**src/rtl/mux4_rr_arbiter_if.sv**
```systemverilog
// Shared 1-bit channel bundle between four requesters, the arbiter and the consumer.
interface mux4_rr_arbiter_if;
  logic [3:0] req;
  logic [3:0] din;
  logic [3:0] grant;
  logic [1:0] sel;
  logic       out;
  logic       out_valid;
  logic       busy;

  modport master (
    output req, din,
    input  grant, sel, out, out_valid, busy
  );

  modport slave (
    input  req, din,
    output grant, sel, out, out_valid, busy
  );
endinterface

```
**src/rtl/mux4_rr_arbiter.sv**
```systemverilog
// Round-robin arbiter for a 4:1 one-bit mux: bounded-burst grants, registered select,
// and a registered copy of the selected data bit with a valid flag.
module mux4_rr_arbiter #(
  parameter int unsigned MAX_HOLD = 4,
  parameter int unsigned CNT_W    = 4
) (
  input logic             clk,
  input logic             rst_n,
  mux4_rr_arbiter_if.slave bus
);

  typedef enum logic {IDLE, GRANT} state_t;

  state_t           state, state_nxt;
  logic [3:0]       grant_q, grant_nxt;
  logic [1:0]       sel_q, sel_nxt;
  logic [1:0]       ptr_q, ptr_nxt;
  logic [CNT_W-1:0] cnt_q, cnt_nxt;
  logic             out_q, out_valid_q;

  logic [3:0]       req_cand;
  logic [1:0]       scan_idx;
  logic [1:0]       winner;
  logic             win_any;
  logic             hold_ok;
  logic             busy;
  logic             data_take;

  assign busy = (state == GRANT);

  // grant_q is zero in IDLE, so masking the current grantee is harmless there.
  assign req_cand = bus.req & ~grant_q;

  assign hold_ok   = busy && bus.req[sel_q] && (cnt_q < CNT_W'(MAX_HOLD));
  assign data_take = busy && bus.req[sel_q];

  // Rotating-priority scan starting just after the last winner.
  always_comb begin
    winner   = '0;
    win_any  = 1'b0;
    scan_idx = '0;
    for (int unsigned i = 1; i <= 4; i++) begin
      scan_idx = ptr_q + 2'(i);
      if (!win_any && req_cand[scan_idx]) begin
        winner  = scan_idx;
        win_any = 1'b1;
      end
    end
  end

  always_ff @(posedge clk or negedge rst_n) begin
    if (!rst_n) begin
      state <= IDLE;
    end else begin
      state <= state_nxt;
    end
  end

  always_comb begin
    state_nxt = state;
    case (state)
      IDLE:    state_nxt = win_any ? GRANT : IDLE;
      GRANT:   state_nxt = (hold_ok || win_any) ? GRANT : IDLE;
      default: state_nxt = IDLE;
    endcase
  end

  always_comb begin
    grant_nxt = grant_q;
    sel_nxt   = sel_q;
    cnt_nxt   = cnt_q;
    ptr_nxt   = ptr_q;
    case (state)
      IDLE: begin
        if (win_any) begin
          grant_nxt = 4'b0001 << winner;
          sel_nxt   = winner;
          cnt_nxt   = CNT_W'(1);
          ptr_nxt   = winner;
        end
      end
      GRANT: begin
        if (hold_ok) begin
          cnt_nxt = cnt_q + CNT_W'(1);
        end else if (win_any) begin
          grant_nxt = 4'b0001 << winner;
          sel_nxt   = winner;
          cnt_nxt   = CNT_W'(1);
          ptr_nxt   = winner;
        end else begin
          grant_nxt = '0;
          sel_nxt   = '0;
          cnt_nxt   = '0;
        end
      end
      default: begin
        grant_nxt = '0;
        sel_nxt   = '0;
        cnt_nxt   = '0;
      end
    endcase
  end

  always_ff @(posedge clk or negedge rst_n) begin
    if (!rst_n) begin
      grant_q     <= '0;
      sel_q       <= '0;
      cnt_q       <= '0;
      ptr_q       <= 2'd3;
      out_q       <= 1'b0;
      out_valid_q <= 1'b0;
    end else begin
      grant_q     <= grant_nxt;
      sel_q       <= sel_nxt;
      cnt_q       <= cnt_nxt;
      ptr_q       <= ptr_nxt;
      out_valid_q <= data_take;
      if (data_take) begin
        out_q <= bus.din[sel_q];
      end
    end
  end

  assign bus.grant     = grant_q;
  assign bus.sel       = sel_q;
  assign bus.out       = out_q;
  assign bus.out_valid = out_valid_q;
  assign bus.busy      = busy;

endmodule

```
**src/flat_wrapper.sv**
```systemverilog
// flat-port wrapper written by rule: the top's interface ports become plain ports
module mux4_rr_arbiter_flat 
#(
  parameter int unsigned MAX_HOLD = 4,
  parameter int unsigned CNT_W    = 4
)
  (clk, rst_n, bus_req, bus_din, bus_grant, bus_sel, bus_out, bus_out_valid, bus_busy);
  mux4_rr_arbiter_if bus_i ();
  input logic clk;
  input logic rst_n;
  input wire logic [$bits(bus_i.req)-1:0] bus_req;
  input wire logic [$bits(bus_i.din)-1:0] bus_din;
  output wire logic [$bits(bus_i.grant)-1:0] bus_grant;
  output wire logic [$bits(bus_i.sel)-1:0] bus_sel;
  output wire logic [$bits(bus_i.out)-1:0] bus_out;
  output wire logic [$bits(bus_i.out_valid)-1:0] bus_out_valid;
  output wire logic [$bits(bus_i.busy)-1:0] bus_busy;
  assign bus_i.req = bus_req;
  assign bus_i.din = bus_din;
  assign bus_grant = bus_i.grant;
  assign bus_sel = bus_i.sel;
  assign bus_out = bus_i.out;
  assign bus_out_valid = bus_i.out_valid;
  assign bus_busy = bus_i.busy;
  mux4_rr_arbiter #(.MAX_HOLD(MAX_HOLD), .CNT_W(CNT_W)) u_core (.clk(clk), .rst_n(rst_n), .bus(bus_i));
endmodule
```
**config.mk**
```make
export PLATFORM = sky130hd
export DESIGN_NAME = mux4_rr_arbiter_flat
export DESIGN_NICKNAME = d
export VERILOG_FILES = /design/src/rtl/mux4_rr_arbiter_if.sv /design/src/rtl/mux4_rr_arbiter.sv /design/src/flat_wrapper.sv
export SDC_FILE = /design/constraint.sdc
export NUM_CORES = 1
export LEC_CHECK = 0
export ABC_AREA = 1
export CAP_MARGIN = 20
export CORE_UTILIZATION = 51
export CTS_CLUSTER_DIAMETER = 120
export DETAILED_ROUTE_END_ITERATION = 16
export PLACE_DENSITY = 0.84
export SLEW_MARGIN = 20
export SYNTH_ARGS = -nofsm -noshare
export SYNTH_HDL_FRONTEND = slang
export SYNTH_SLANG_ARGS = --single-unit
```
**constraint.sdc**
```tcl
create_clock -name clk -period 2 [get_ports clk]
set_clock_uncertainty 0.05 [all_clocks]
set_input_delay 0.4 -clock clk [delete_from_list [all_inputs] [get_ports clk]]
set_output_delay 0.4 -clock clk [all_outputs]
set_load 0.02 [all_outputs]
```
==> summary.md <==
| Metric | Value |
|---|---|
| Outcome | `completed` |
| Worst hold stages | `2` |
| Hold Path Class | `flop to flop` |
| Pin count of the biggest net entering global routing | `16` |
| Gpl congestion | `0.849` |
| Count of cell types in the netlist | `24` |
| Setup violators final | `0` |
| Worst-path cell chain | `clkdlybuf4s50_1` |
| R2R setup slack | `0.13 ns` |
| HPWL after DPL | `1970 µm` |
| Post-synthesis compound-gate area fraction | `6.33%` |
| First-pass GRT wire length | `3820 µm` |
| Buf/Inv on CP | `1` |
| Setup repair bufs after CTS | `0` |
| Most frequent cells after synthesis | `43 x nand2_1, 17 x nor2_1, 15 x nand3_1` |
| Sequential area share after synthesis | `35.4%` |
| GRT overflow | `0` |
| Ports | `19` |
| Main combinational cell family by area after synthesis | `simple AND/OR/NAND/NOR gates` |
| Drt first-iter violations | `30` |
| Cell taking the most area after synthesis | `dfrtp_1` |
| Post-synth EDFFs | `0` |
| I/O Buffers | `18` |
| Design Area, Final | `0.00133 mm²` |
| Die Y | `47.7 µm` |
| WHS Endpoint | `u_core.cnt_q[1]$_DFFE_PN0P_` |
| Area grow syn2layout | `24.3%` |
| Count leader, synth | `nand2_1` |
| ANT cells | `0` |
| Die W | `47.7 µm` |
| Hold Fails Final Rpt | `0` |
| Area after DPL | `0.00128 mm²` |
| Worst reg2reg path depth | `10` |
| Clk pwr share | `6.9%` |
| Crit-path max FO | `7` |
| Flop pwr share | `23.8%` |
| Synth Area in Simple Gates | `49.1%` |
| Core Box Area | `0.00196 mm²` |
| Worst R2R End | `u_core.bus.grant[1]$_DFFE_PN0P_` |
| Average size of a mapped cell | `7.21 µm²` |
| Fillers | `177` |
| Minimum clock period | `1.88 ns` |
| Final Power | `2.51 mW` |
| CP max-delay cell | `clkdlybuf4s50_1` |
| Syn nets | `159` |
| Internal power consumption | `1.16 mW` |
| Switching pwr | `1.35 mW` |
| Post-synthesis mux area share | `0%` |
| Max Slew Vio Count | `0` |
| Synthesized-area fraction occupied by adder cells | `1.17%` |
| Slew @ Worst Pin | `0.647 ns` |
| Syn Std Cell Area | `0.00107 mm²` |
| Syn. warnings | `0` |
| RSZ-0062 raised after global routing | `no` |
| Vias per cell | `5.17` |
| H-tree Lvls | `1` |
| Comb pwr share | `69.3%` |
| Async S/R FF share, synth | `100%` |
| Post-Syn Instances | `148` |
| Top cells by area, synth | `dfrtp_1 30%, nand2_1 15%, nand3_1 7.0%` |
| Rel. slew slack | `56.7%` |
| Worst-case clock buffer depth | `2` |
| Number of global-route vias before repair | `894` |
| Post-synth top flop | `dfrtp_1` |
| Reg area | `378 µm²` |
| Crit end category | `output pin` |
| P_leak | `0.667 nW` |
| Reg clk slew, reported paths | `0.09 ns` |
| Hold path start | `u_core.cnt_q[1]$_DFFE_PN0P_` |
| Maximum clock rate | `533 MHz` |
| Post-route antenna net violation count | `0` |
| CP arrival | `1.43 ns` |
| Max Cap Viol | `0` |
| Initial antenna violation count | `0` |
| DR pass1 iterations | `4` |
| Worst path max stage delay | `0.66 ns` |
| Top cell type's share of synthesized area | `30.5%` |
| CTS buffer count | `3` |
| Site Rows | `16` |
| Multi-input gate area | `604 µm²` |
| CTS tree | `yes` |
| Sw Share | `53.7%` |
| WL/cell | `12.4 µm` |
| Critical Path Stages | `1` |
| Root Driver | `clkbuf_4` |
| Cts hold-fix bufs | `0` |
| Initial Utilization | `54.4%` |
| Final period utilization | `93.8%` |
| Crit Reg-Reg Startpoint | `u_core.ptr_q[0]$_DFFE_PN1P_` |
| Die area | `0.00228 mm²` |
| DRC viols | `0` |
| PD cells | `1890 mW/mm²` |
| Xor and xnor fraction of the mapped netlist area | `0%` |
| CP startpoint kind | `flop` |
| Share of cells above drive strength 1 | `20.8%` |
| Peak supply drop | `0.00111 V` |
| Layout Nets | `185` |
| Total number of vias | `1,034` |
| CP required | `1.55 ns` |
| Crit Path Category | `flop to output pin` |
| Clock sinks | `15` |
| Overall Global Routing Usage | `24.3%` |
| Final WL | `2480 µm` |
| Crit-path leading delay family | `buffers and inverters` |
| Worst-Skew Late Latency | `0.28 ns` |
| FF+latch count, synth | `15` |
| Post-CTS Resized | `0` |
-- sequential cells by signal, summed over array words and instances, names as in the netlist --
name / cells
u_core.cnt_q: 4
u_core.bus.busy: 1
u_core.ptr_q: 2
u_core.bus.grant: 4
u_core.bus.out_valid: 1
u_core.bus.sel: 2
u_core.bus.out: 1
-- cell type report --
class                   count  area share, %
clock buffers               4           1.98
inverters                  17           5.57
multi-input cells         115           45.6
flip-flops and latches     15           28.5
well taps                  27           2.55
repair buffers             22           15.8
-- logic make-up after synthesis --
kind of cell,count (synthesis)
and+or+nand+nor,102
DFF,15
buffers and inverters,18
adders and majority gates,1
AOI/OAI and AO/OA,12
-- how the worst max path moves through the flow --
stage                                       to                     startpoint
6_report                            bus_sel[0]  u_core.bus.sel[0]$_DFFE_PN0P_
3_3_place_gp   u_core.bus.grant[3]$_DFFE_PN0P_                     bus_req[0]
4_1_cts        u_core.bus.grant[1]$_DFFE_PN0P_    u_core.ptr_q[0]$_DFFE_PN1P_
5_1_grt        u_core.bus.grant[3]$_DFFE_PN0P_    u_core.ptr_q[0]$_DFFE_PN1P_
2_1_floorplan  u_core.bus.grant[1]$_DFFE_PN0P_    u_core.ptr_q[0]$_DFFE_PN1P_
3_5_place_dp   u_core.bus.grant[3]$_DFFE_PN0P_                     bus_req[0]
-- metal layers --
metal	vias to the layer above	track usage, %	routed length (µm)
met5	-	0	0
met3	2	3.40	102
li1	526	-	-
met1	477	34.2	1190
met2	29	40.3	1180
met4	0	5.00	7
-- placed cells by master (no fill, tap or decap), drive strengths merged --
master / Yosys / routed
nand2: 56 / 56
nand3: 22 / 22
nor2: 20 / 20
clkdlybuf4s50: 0 / 18
inv: 17 / 17
dfrtp: 13 / 13
o21ai: 6 / 6
buf: 1 / 4
a21oi: 4 / 4
clkbuf: 0 / 4
nand4: 3 / 3
dfstp: 2 / 2
nor3: 1 / 1
a31oi: 1 / 1
o211ai: 1 / 1
ha: 1 / 1
-- metrics by stage --
| step | hold WS, ns | instances | TNS (ns) | util (%) | worst slack (ns) |
|---|---|---|---|---|---|
| 5_1_grt | 0.473 | 200 | 0 | 67.6 | 0.0115 |
| 3_3_place_gp | 0.408 | 194 | -0.0725 | 65.5 | -0.0409 |
| 6_report | 0.441 | 200 | 0 | 67.6 | 0.123 |
| 3_5_place_dp | 0.423 | 194 | -0.187 | 65.5 | -0.0440 |
| 4_1_cts | 0.442 | 198 | 0 | 66.8 | 0.106 |
| 2_1_floorplan | 0.0544 | 148 | 0 | - | 0.351 |
-- power by group through the flow --
| stage | clock network [mW] | logic, mW | registers, mW |
|---|---|---|---|
| 2_1_floorplan | 0 | 1.23 | 0.633 |
| 4_1_cts | 0.175 | 1.71 | 0.603 |
| 5_1_grt | 0.186 | 1.94 | 0.613 |
| 3_3_place_gp | 0 | 1.65 | 0.602 |
| 6_report | 0.175 | 1.74 | 0.598 |
| 3_5_place_dp | 0 | 1.69 | 0.610 |
(Power assumes the default switching activity.)
